==> src/rtl/simt_pkg.sv <==
// Shared types for the SIMT reconvergence controller.
// Stack entries are sized by SIMT_PC_WIDTH / SIMT_SP_PER_MP; the controller's
// PC_WIDTH / SP_PER_MP parameters must match them.
package simt_pkg;

  localparam int SIMT_PC_WIDTH  = 32;
  localparam int SIMT_SP_PER_MP = 8;

  typedef struct packed {
    logic [SIMT_PC_WIDTH-1:0]  rpc;
    logic [SIMT_PC_WIDTH-1:0]  pc;
    logic [SIMT_SP_PER_MP-1:0] mask;
  } stack_entry_t;

  typedef enum logic [1:0] {
    RUN     = 2'd0,
    PUSH_NT = 2'd1,
    POP     = 2'd2,
    HALT    = 2'd3
  } state_t;

  localparam logic [1:0] DIV_SPLIT = 2'b00;
  localparam logic [1:0] DIV_NONE  = 2'b01;
  localparam logic [1:0] DIV_ALL   = 2'b10;
  localparam logic [1:0] DIV_BAD   = 2'b11;

  // The masks decide the class; the evaluator code can be stale because
  // inactive lanes may still vote. Only the illegal code 11 overrides.
  function automatic logic [1:0] classify(input logic [1:0] dv,
                                          input logic nm_zero,
                                          input logic sm_zero);
    if (dv == DIV_BAD) return DIV_NONE;
    if (nm_zero)       return DIV_NONE;
    if (sm_zero)       return DIV_ALL;
    return DIV_SPLIT;
  endfunction

endpackage

==> src/rtl/simt_stack_mem.sv <==
// LIFO reconvergence stack. Top-of-stack is read combinationally; push and
// pop are mutually exclusive, and clear (new warp) wins over both.
module simt_stack_mem
  import simt_pkg::*;
#(
  parameter int STACK_DEPTH = 8,
  parameter int DW          = $clog2(STACK_DEPTH+1)
) (
  input  logic          clk,
  input  logic          rst,
  input  logic          clear,
  input  logic          push,
  input  logic          pop,
  input  stack_entry_t  wdata,
  output stack_entry_t  tos,
  output logic [DW-1:0] depth
);

  localparam int AW = (STACK_DEPTH > 1) ? $clog2(STACK_DEPTH) : 1;

  stack_entry_t mem [STACK_DEPTH];
  logic [AW-1:0] wr_idx, rd_idx;

  assign wr_idx = AW'(depth);
  assign rd_idx = AW'(depth - DW'(1));
  assign tos    = mem[rd_idx];

  // Entry storage; contents are don't-care until pushed, so no reset.
  always_ff @(posedge clk) begin
    if (push && !clear) mem[wr_idx] <= wdata;
  end

  // Occupancy counter.
  always_ff @(posedge clk or posedge rst) begin
    if (rst)       depth <= '0;
    else if (clear) depth <= '0;
    else if (push)  depth <= depth + DW'(1);
    else if (pop)   depth <= depth - DW'(1);
  end

endmodule

==> src/rtl/simt_stack_ctrl.sv <==
// Per-MP SIMT reconvergence controller: owns warp PC / active mask, splits
// divergent branches onto a LIFO stack and pops at the reconvergence PC.
// Optional perf counters (div_count, max_depth) under SIMT_STACK_PERF_EN.
module simt_stack_ctrl
  import simt_pkg::*;
#(
  parameter int SP_PER_MP   = SIMT_SP_PER_MP,
  parameter int PC_WIDTH    = SIMT_PC_WIDTH,
  parameter int STACK_DEPTH = 8
) (
  input  logic                               clk,
  input  logic                               rst,
  input  logic                               warp_start,
  input  logic [PC_WIDTH-1:0]                start_pc,
  input  logic [SP_PER_MP-1:0]               init_mask,
  input  logic                               issue,
  input  logic                               br_valid,
  input  logic [PC_WIDTH-1:0]                br_target,
  input  logic [PC_WIDTH-1:0]                br_reconv,
  input  logic [1:0]                         diverging,
  input  logic [SP_PER_MP-1:0]               next_mask,
  input  logic [SP_PER_MP-1:0]               stack_mask,
  output logic [PC_WIDTH-1:0]                cur_pc,
  output logic [SP_PER_MP-1:0]               cur_mask,
  output logic                               stall,
  output logic [$clog2(STACK_DEPTH+1)-1:0]   stack_depth,
  output logic                               ovf_err
`ifdef SIMT_STACK_PERF_EN
  ,
  output logic [31:0]                        div_count,
  output logic [$clog2(STACK_DEPTH+1)-1:0]   max_depth
`endif
);

  localparam int DW = $clog2(STACK_DEPTH+1);
  // A split needs two free entries.
  localparam logic [DW-1:0] PUSH_LIMIT = DW'(STACK_DEPTH-2);

  state_t               state;
  logic [PC_WIDTH-1:0]  cur_rpc, pc_inc, npc;
  logic [PC_WIDTH-1:0]  lat_target, lat_reconv, lat_pc1;
  logic [SP_PER_MP-1:0] lat_nmask, lat_smask;
  logic [1:0]           br_class;
  logic                 is_split, has_room, reconv_hit;
  logic                 push, pop;
  stack_entry_t         push_entry, tos;

  assign pc_inc     = cur_pc + PC_WIDTH'(1);
  assign br_class   = classify(diverging, next_mask == '0, stack_mask == '0);
  assign is_split   = br_valid && (br_class == DIV_SPLIT);
  assign has_room   = (stack_depth <= PUSH_LIMIT);
  assign npc        = (br_valid && br_class == DIV_ALL) ? br_target : pc_inc;
  assign reconv_hit = (npc == cur_rpc) && (stack_depth != '0);
  assign stall      = (state != RUN);

  // Stack write/pop strobes: E1 (reconvergence continuation) on the branch
  // cycle, E2 (not-taken path) in PUSH_NT, pop in POP. New warp aborts all.
  always_comb begin
    push       = 1'b0;
    pop        = 1'b0;
    push_entry = '0;
    if (!warp_start) begin
      unique case (state)
        RUN: if (is_split && has_room) begin
          push       = 1'b1;
          push_entry = '{rpc: cur_rpc, pc: br_reconv, mask: cur_mask};
        end
        PUSH_NT: begin
          push       = 1'b1;
          push_entry = '{rpc: lat_reconv, pc: lat_pc1, mask: lat_smask};
        end
        POP:     pop = 1'b1;
        default: ;
      endcase
    end
  end

  simt_stack_mem #(.STACK_DEPTH(STACK_DEPTH), .DW(DW)) u_stack (
    .clk   (clk),
    .rst   (rst),
    .clear (warp_start),
    .push  (push),
    .pop   (pop),
    .wdata (push_entry),
    .tos   (tos),
    .depth (stack_depth)
  );

  // Warp context and sequencing FSM.
  always_ff @(posedge clk or posedge rst) begin
    if (rst) begin
      state      <= RUN;
      cur_pc     <= '0;
      cur_mask   <= '0;
      cur_rpc    <= '1;
      ovf_err    <= 1'b0;
      lat_target <= '0;
      lat_reconv <= '0;
      lat_pc1    <= '0;
      lat_nmask  <= '0;
      lat_smask  <= '0;
    end else if (warp_start) begin
      state    <= RUN;
      cur_pc   <= start_pc;
      cur_mask <= init_mask;
      cur_rpc  <= '1;
      ovf_err  <= 1'b0;
    end else begin
      unique case (state)
        RUN: begin
          if (is_split) begin
            if (has_room) begin
              lat_target <= br_target;
              lat_reconv <= br_reconv;
              lat_pc1    <= pc_inc;
              lat_nmask  <= next_mask;
              lat_smask  <= stack_mask;
              state      <= PUSH_NT;
            end else begin
              ovf_err <= 1'b1;
              state   <= HALT;
            end
          end else if (br_valid || issue) begin
            if (reconv_hit) state  <= POP;
            else            cur_pc <= npc;
          end
        end
        PUSH_NT: begin
          cur_pc   <= lat_target;
          cur_mask <= lat_nmask;
          cur_rpc  <= lat_reconv;
          state    <= RUN;
        end
        POP: begin
          // A popped pc equal to its rpc is left alone until the next update.
          cur_pc   <= tos.pc;
          cur_mask <= tos.mask;
          cur_rpc  <= tos.rpc;
          state    <= RUN;
        end
        default: state <= HALT;
      endcase
    end
  end

`ifdef SIMT_STACK_PERF_EN
  // Divergence count (saturating) and stack high-water mark.
  always_ff @(posedge clk or posedge rst) begin
    if (rst) begin
      div_count <= '0;
      max_depth <= '0;
    end else if (warp_start) begin
      div_count <= '0;
      max_depth <= '0;
    end else begin
      if (state == PUSH_NT && div_count != '1) div_count <= div_count + 32'd1;
      if (stack_depth > max_depth)             max_depth <= stack_depth;
    end
  end
`endif

endmodule

==> config.mk <==
export PLATFORM = sky130hd
export DESIGN_NAME = simt_stack_ctrl
export DESIGN_NICKNAME = d
export VERILOG_FILES = /design/src/rtl/simt_pkg.sv /design/src/rtl/simt_stack_mem.sv /design/src/rtl/simt_stack_ctrl.sv
export SDC_FILE = /design/constraint.sdc
export NUM_CORES = 1
export LEC_CHECK = 0
export ABC_AREA = 0
export BUFFER_PORTS_ARGS = -buffer_cell sky130_fd_sc_hd__clkbuf_2
export CAP_MARGIN = 20
export CORE_ASPECT_RATIO = 1.75
export CORE_MARGIN = 2
export CORE_UTILIZATION = 55
export DETAILED_ROUTE_END_ITERATION = 12
export MAX_ROUTING_LAYER = met4
export PLACE_DENSITY = 0.76
export SYNTH_ARGS = -nofsm -noshare
export SYNTH_HDL_FRONTEND = slang
export SYNTH_SLANG_ARGS = --single-unit
==> constraint.sdc <==
create_clock -name clk -period 10.2 [get_ports clk]
set_input_delay 1.53 -clock clk [delete_from_list [all_inputs] [get_ports clk]]
set_output_delay 1.53 -clock clk [all_outputs]
set_load 0.1 [all_outputs]
## Yosys cells after proc, flatten, opt, wreduce, memory -nomap -nowiden

Memory sizes are Yosys's and may differ from the RTL's.
Cells that the tools add are included.
Widths: inputs -> output; s select.

| cells by class | value |
|---|---|
| reduce and logical (&&, ||, !) cells | 23 |
| div/mod/pow operators | 0 |
| bitwise logic cells | 1 |
| equal/unequal tests | 11 |
| shift operators | 0 |
| mux-type cells | 45 |
| add/subtract/negate cells | 3 |
| order comparisons | 1 |
| multipliers | 0 |

Operators with widths:

| operator | count |
|---|---|
| $mux 32 | 6 |
| $mux 72 | 2 |
| $pmux 72 s2 | 1 |
| $pmux 32 s3 | 1 |
| $pmux 32 s2 | 1 |
| $add 32x1->32 const B | 1 |
| $eq 32x32->1 | 1 |
| $mux 2 | 11 |
| $logic_not 8->1 | 2 |
| $mux 1 | 16 |
| $pmux 8 s2 | 1 |
| $mux 4 | 3 |
| $ne 3x3->1 const B | 3 |
| $mux 8 | 1 |
| $ne 4x4->1 const B | 2 |
| $reduce_and 4->1 | 2 |
| $reduce_bool 4->1 | 2 |
| $eq 2x2->1 const B | 3 |
| $reduce_bool 2->1 | 3 |
| $reduce_bool 3->1 | 2 |
| $logic_and 1x1->1 | 5 |
| $add 4x1->4 const B | 1 |
| $le 4x3->1 const B | 1 |
| $logic_not 2->1 | 2 |
| 11 further kinds | 11 |

| storage, ports and cells | value |
|---|---|
| bits in writable memories | 576 |
| latch bits | 0 |
| bits of input ports | 127 |
| word-level logic and storage cells | 96 |
| memory bits (read-only) | 0 |
| output and inout bits | 46 |
| memories | 1 |
| register bits after elaboration | 191 |

Memory list:

| name | words | width | rd ports | clocked after memory_dff | write ports | RTL line | RTL |
|---|---|---|---|---|---|---|---|
| u_stack.mem | 8 | 72 | 1 | 0 | 1 | simt_stack_mem.sv:21 | `stack_entry_t mem [STACK_DEPTH];` |

## Longest topological paths before layout

| depth | value |
|---|---|
| depth after elaboration | 18 |
| gate-level depth with buffers | 16 |
| gate-level depth less buffers | 12 |

## Hierarchy

A second synthesis with hierarchy kept.

| second synthesis, totals | value |
|---|---|
| cell total of the unflattened synthesis | 2198 |
| area total of the unflattened synthesis | 33716.1 um^2 |

By module, submodules not included:

| module | sequential area each (um^2) | area each (um^2) | cells an instance | instances |
|---|---|---|---|---|
| simt_stack_mem | 17396.7 | 22062.4 | 875 | 1 |
| simt_stack_ctrl | 4719.5 | 11653.7 | 1323 | 1 |

## Least setup slack after synthesis

Ideal clock, no wire load.

| path | value |
|---|---|
| path kind | reg-to-reg |
| from | register u_stack.depth[0] |
| to | memory u_stack.mem[0][0] (netlist bit) (enable) |
| data arrival time | 9905 ps |
| stages on the path, launching flop included | 13 |
| path buffers | 5 |
| setup time | 680 ps |
| data required time | 9520 ps |
| clock period less this slack | 10585 ps |
| slack | -385 ps |
| cells stage by stage | dfrtp_1 clkbuf_1 buf_1 clkbuf_1 buf_1 inv_1 ha_1 o21bai_1 nor2_1 nor2_1 or2_2 clkbuf_1 nor4_1 |

| between the ends | value |
|---|---|
| word-level cells in the longest chain between the ends | 8 |

RTL lines:

| item | RTL line | RTL |
|---|---|---|
| start, declared | simt_stack_mem.sv:16 | `output logic [DW-1:0] depth` |
| start signal, assigned | simt_stack_mem.sv:37 | `else if (push) depth <= depth + DW'(1);` |
| start signal, assigned | simt_stack_mem.sv:38 | `else if (pop) depth <= depth - DW'(1);` |
| $le 4x3->1 | simt_stack_ctrl.sv:51 | `assign has_room = (stack_depth <= PUSH_LIMIT);` |
| $logic_and 1x1->1 | simt_stack_ctrl.sv:64 | `RUN: if (is_split && has_room) begin` |
| $mux 1 | simt_stack_ctrl.sv:64 |  |
| $pmux 1 s2 | simt_stack_ctrl.sv:63 | `unique case (state)` |
| $mux 1 | simt_stack_ctrl.sv:62 | `if (!warp_start) begin` |
| $logic_and 1x1->1 | simt_stack_mem.sv:30 | `if (push && !clear) mem[wr_idx] <= wdata;` |
| $mux 1 | simt_stack_mem.sv:30 |  |
| $mux 1 (not written as such) | simt_stack_mem.sv:30 |  |
| end, declared | simt_stack_mem.sv:21 |  |

Several ways; a longest one is shown, not always the timed one.

## Worst setup path after layout

| path | value |
|---|---|
| from | input br_valid |
| to | memory u_stack.mem[5][35] (netlist bit) (enable) |

| between the ends | value |
|---|---|
| word-level cells in the longest chain between the ends | 8 |

RTL lines:

| item | RTL line | RTL |
|---|---|---|
| start, declared | simt_stack_ctrl.sv:17 | `input logic br_valid,` |
| $logic_and 1x1->1 | simt_stack_ctrl.sv:50 | `assign is_split = br_valid && (br_class == DIV_SPLIT);` |
| $logic_and 1x1->1 | simt_stack_ctrl.sv:64 |  |
| $mux 1 | simt_stack_ctrl.sv:64 |  |
| $pmux 1 s2 | simt_stack_ctrl.sv:63 |  |
| $mux 1 | simt_stack_ctrl.sv:62 |  |
| $logic_and 1x1->1 | simt_stack_mem.sv:30 |  |
| $mux 1 | simt_stack_mem.sv:30 |  |
| $mux 1 (not written as such) | simt_stack_mem.sv:30 |  |

No other way between the ends.

==> flow_metrics.tcl <==
set metrics [dict create \
    outcome "completed" \
    crit_path_end_kind "flip-flop" \
    multiInputGateArea_um2 10700 \
    grt_pass1_wl_mm 140 \
    port_buffers 172 \
    yosys.area.top_type_share 0.519 \
    max-vdd-ir-drop_mv 0.284 \
    start_util 0.555 \
    dp.cells 3195 \
    wl_per_cell_um 28.6 \
    pwr-share-comb 0.411 \
    die_x_um 190 \
    regArea_um2 22100 \
    ys_top_cells_by_area "edfxtp_1, dfrtp_1, mux4_2, nand2_1, dfstp_2" \
    final_nets 2611 \
    num_io_pins 173 \
    startpoint_type "primary input" \
    grt_pass1_vias 22142 \
    clockPowerShare 0.212 \
    drive_gt1_frac 0.231 \
    syn_nets 2496 \
    synth_flop_cell "edfxtp_1" \
    relSlewSlack 0.247 \
    grt_start_max_net_pins 85 \
    timing.fmax_mhz 177 \
    drt_pre_antenna_iters 7 \
    cp.required_ns 10.44 \
    drtIter0Drc 2740 \
    finalClockSkew_ns 0.0270 \
    dieArea_um2 62700 \
    drc 0 \
    setup_violations 0 \
    cts_tree "done" \
    max-cap-violations 0 \
    num_vias 21931 \
    syn_inst 2362 \
    dpl.hpwl_mm 60.8 \
    synth_seq_area_share 0.664 \
    cts_root_buf "clkbuf_16" \
    gr-usage-all-layers 0.315 \
    worst_pin_slew_ns 1.13 \
    hold_viol_final 0 \
    coreArea_um2 60000 \
    insertion_delay_ns 0.63 \
    synth_seq_cells 767 \
    row_count 119 \
    synth_area_leader_cell "edfxtp_1" \
    pwr_density_cell_nw_per_um2 330 \
    final_cells 3318 \
    path_max_fanout 36 \
    synth_edf_count 576 \
    layout_min_cycle_time_ns 5.64 \
    cts.path.max_buffers 3 \
    synth_warnings 0 \
    synth.most_common_cell "edfxtp_1" \
    numCtsBuffers 66 \
    dieHeight_um 330 \
    ant_nets 0 \
    ys_types 65 \
    seqPwrFrac 0.378 \
    gp_congestion 0.967 \
    intPower_uw 7250 \
    dp_slack_ns 4.02 \
    cts_htree_levels 3 \
    clk_pin_slew_ns 0.06 \
    criticalPathCategory "primary input to flip-flop" \
    wl_mm 94.8 \
    holdBufCountCts 0 \
    setup_ws_ns 4.56 \
    vias_per_cell 6.61 \
    p_sw_uw 5040 \
    slew_violations 0 \
    syn-cell-area_um2 33300 \
    min_period_over_period 0.553 \
    cts_resized 0 \
    avgSynthCellArea_um2 14.1 \
    hold_path.class "flip-flop to flip-flop" \
    synthTopCellsByCount "edfxtp_1, nand2_1, nor2_1, dfrtp_1, mux4_2" \
    overflow 0 \
    antenna_found_initial 1 \
    utilization 0.620 \
    fillers 4234 \
    post-cts-setup-buffers 0 \
    rsz0062_at_grt "false" \
    arrival_ns 5.88 \
    cts.sinks 767 \
    synthArstFlopShare 0.249 \
    sw_frac_of_total 0.410 \
    p_leak_uw 0.0133 \
    syn_to_final_growth_pct 11.7 \
]
## worst max-delay path, stage by stage
cell      delay, ns
clkbuf_2       0.09
a21boi_0       0.46
o21ai_0        0.18
a21oi_1        0.35
nand2_1        0.23
nor2_4         0.43
nor2_1         0.20
nor2_1         0.20
nand2_1        0.20
nor3_2         0.67
buf_4          0.69
buf_4          0.56
## per-stage QoR
step	cell area, µm²	power, µW	hold slack (ns)	setup TNS (ns)
after global routing	37200	12800	0.509	0
final	37200	12300	0.480	0
after floorplan	33300	8100	0.446	-83.11
after CTS	37200	12200	0.483	0
after detailed placement	35000	9640	0.465	0
after global placement	35000	9490	0.457	0
## cells in the final DEF, fill, tap and decap left out, types with 18 or more instances in the layout
cell,synthesis,final
clkbuf_2,0,171
buf_4,0,38
dfrtp_1,159,158
nand2_1,412,412
mux4_2,144,144
mux2_1,27,27
xnor2_1,44,43
nor2b_1,29,29
dfstp_2,32,32
inv_1,20,19
a211oi_1,42,42
a22oi_1,95,95
clkbuf_1,120,18
nor2_1,165,163
mux2_2,40,40
edfxtp_1,576,576
o21ai_0,67,67
clkbuf_16,0,68
a21oi_1,54,54
or2_2,33,33
a31oi_1,46,46
nand4_1,19,19
## power groups by stage
stage / registers (µW) / logic (µW) / clock network [µW]
final: 4640 / 5050 / 2600
after global routing: 4690 / 5330 / 2730
after CTS: 4620 / 5000 / 2620
after detailed placement: 4680 / 4960 / 0
after global placement: 4640 / 4850 / 0
after floorplan: 5040 / 3050 / 0
## state kept, by name (all words and copies together), names as in the netlist
register / flops
lat_nmask: 8
lat_target: 32
u_stack.mem: 576
ovf_err: 1
lat_pc1: 32
cur_pc: 32
lat_reconv: 32
cur_mask: 8
cur_rpc: 32
state: 2
lat_smask: 8
u_stack.depth: 4
## worst paths after layout
path / startpoint / to / slack (ns) / depth (start not counted)
max in group asynchronous: rst / u_stack.depth[0] / 7.81 / 3
min: lat_target[11] / lat_target[11] / 0.48 / 2
max: br_valid / u_stack.mem[5][35] / 4.56 / 12
min reg2reg: lat_target[11] / lat_target[11] / 0.48 / 2
max reg2reg: u_stack.depth[0] / cur_pc[13] / 4.84 / 11
min in group asynchronous: rst / lat_pc1[17] / 1.01 / 2
## per-layer routing
| metal | global-route usage | vias to the layer above | part of all wire |
|---|---|---|---|
| met5 | - | - | 0 |
| met4 | 0.186 | 0 | 0.065 |
| li1 | - | 9123 | - |
| met1 | 0.378 | 11079 | 0.35 |
| met2 | 0.504 | 1409 | 0.50 |
| met3 | 0.0522 | 320 | 0.089 |
## area by class of cell
cell class | instances | area share
diodes | 1 | 0.0000672
clock buffers | 89 | 0.0486
clock inverters | 33 | 0.0111
inverters | 20 | 0.00222
multi-input cells | 1413 | 0.287
flip-flops and latches | 767 | 0.594
well taps | 786 | 0.0264
repair buffers | 209 | 0.0307
## cell families (layout without fill, tap and decap cells)
family / Yosys count / count (layout) / synth area share
other: 0 / 1 / 0
buffers and inverters: 182 / 351 / 0.0213
AOI/OAI and AO/OA: 371 / 371 / 0.0746
muxes: 218 / 218 / 0.122
and+or+nand+nor: 756 / 756 / 0.0994
adders and majority gates: 7 / 7 / 0.00263
xor gates and xnor gates: 61 / 61 / 0.0164
DFF: 767 / 767 / 0.664
Note: power is estimated with default switching activity, not from simulation.
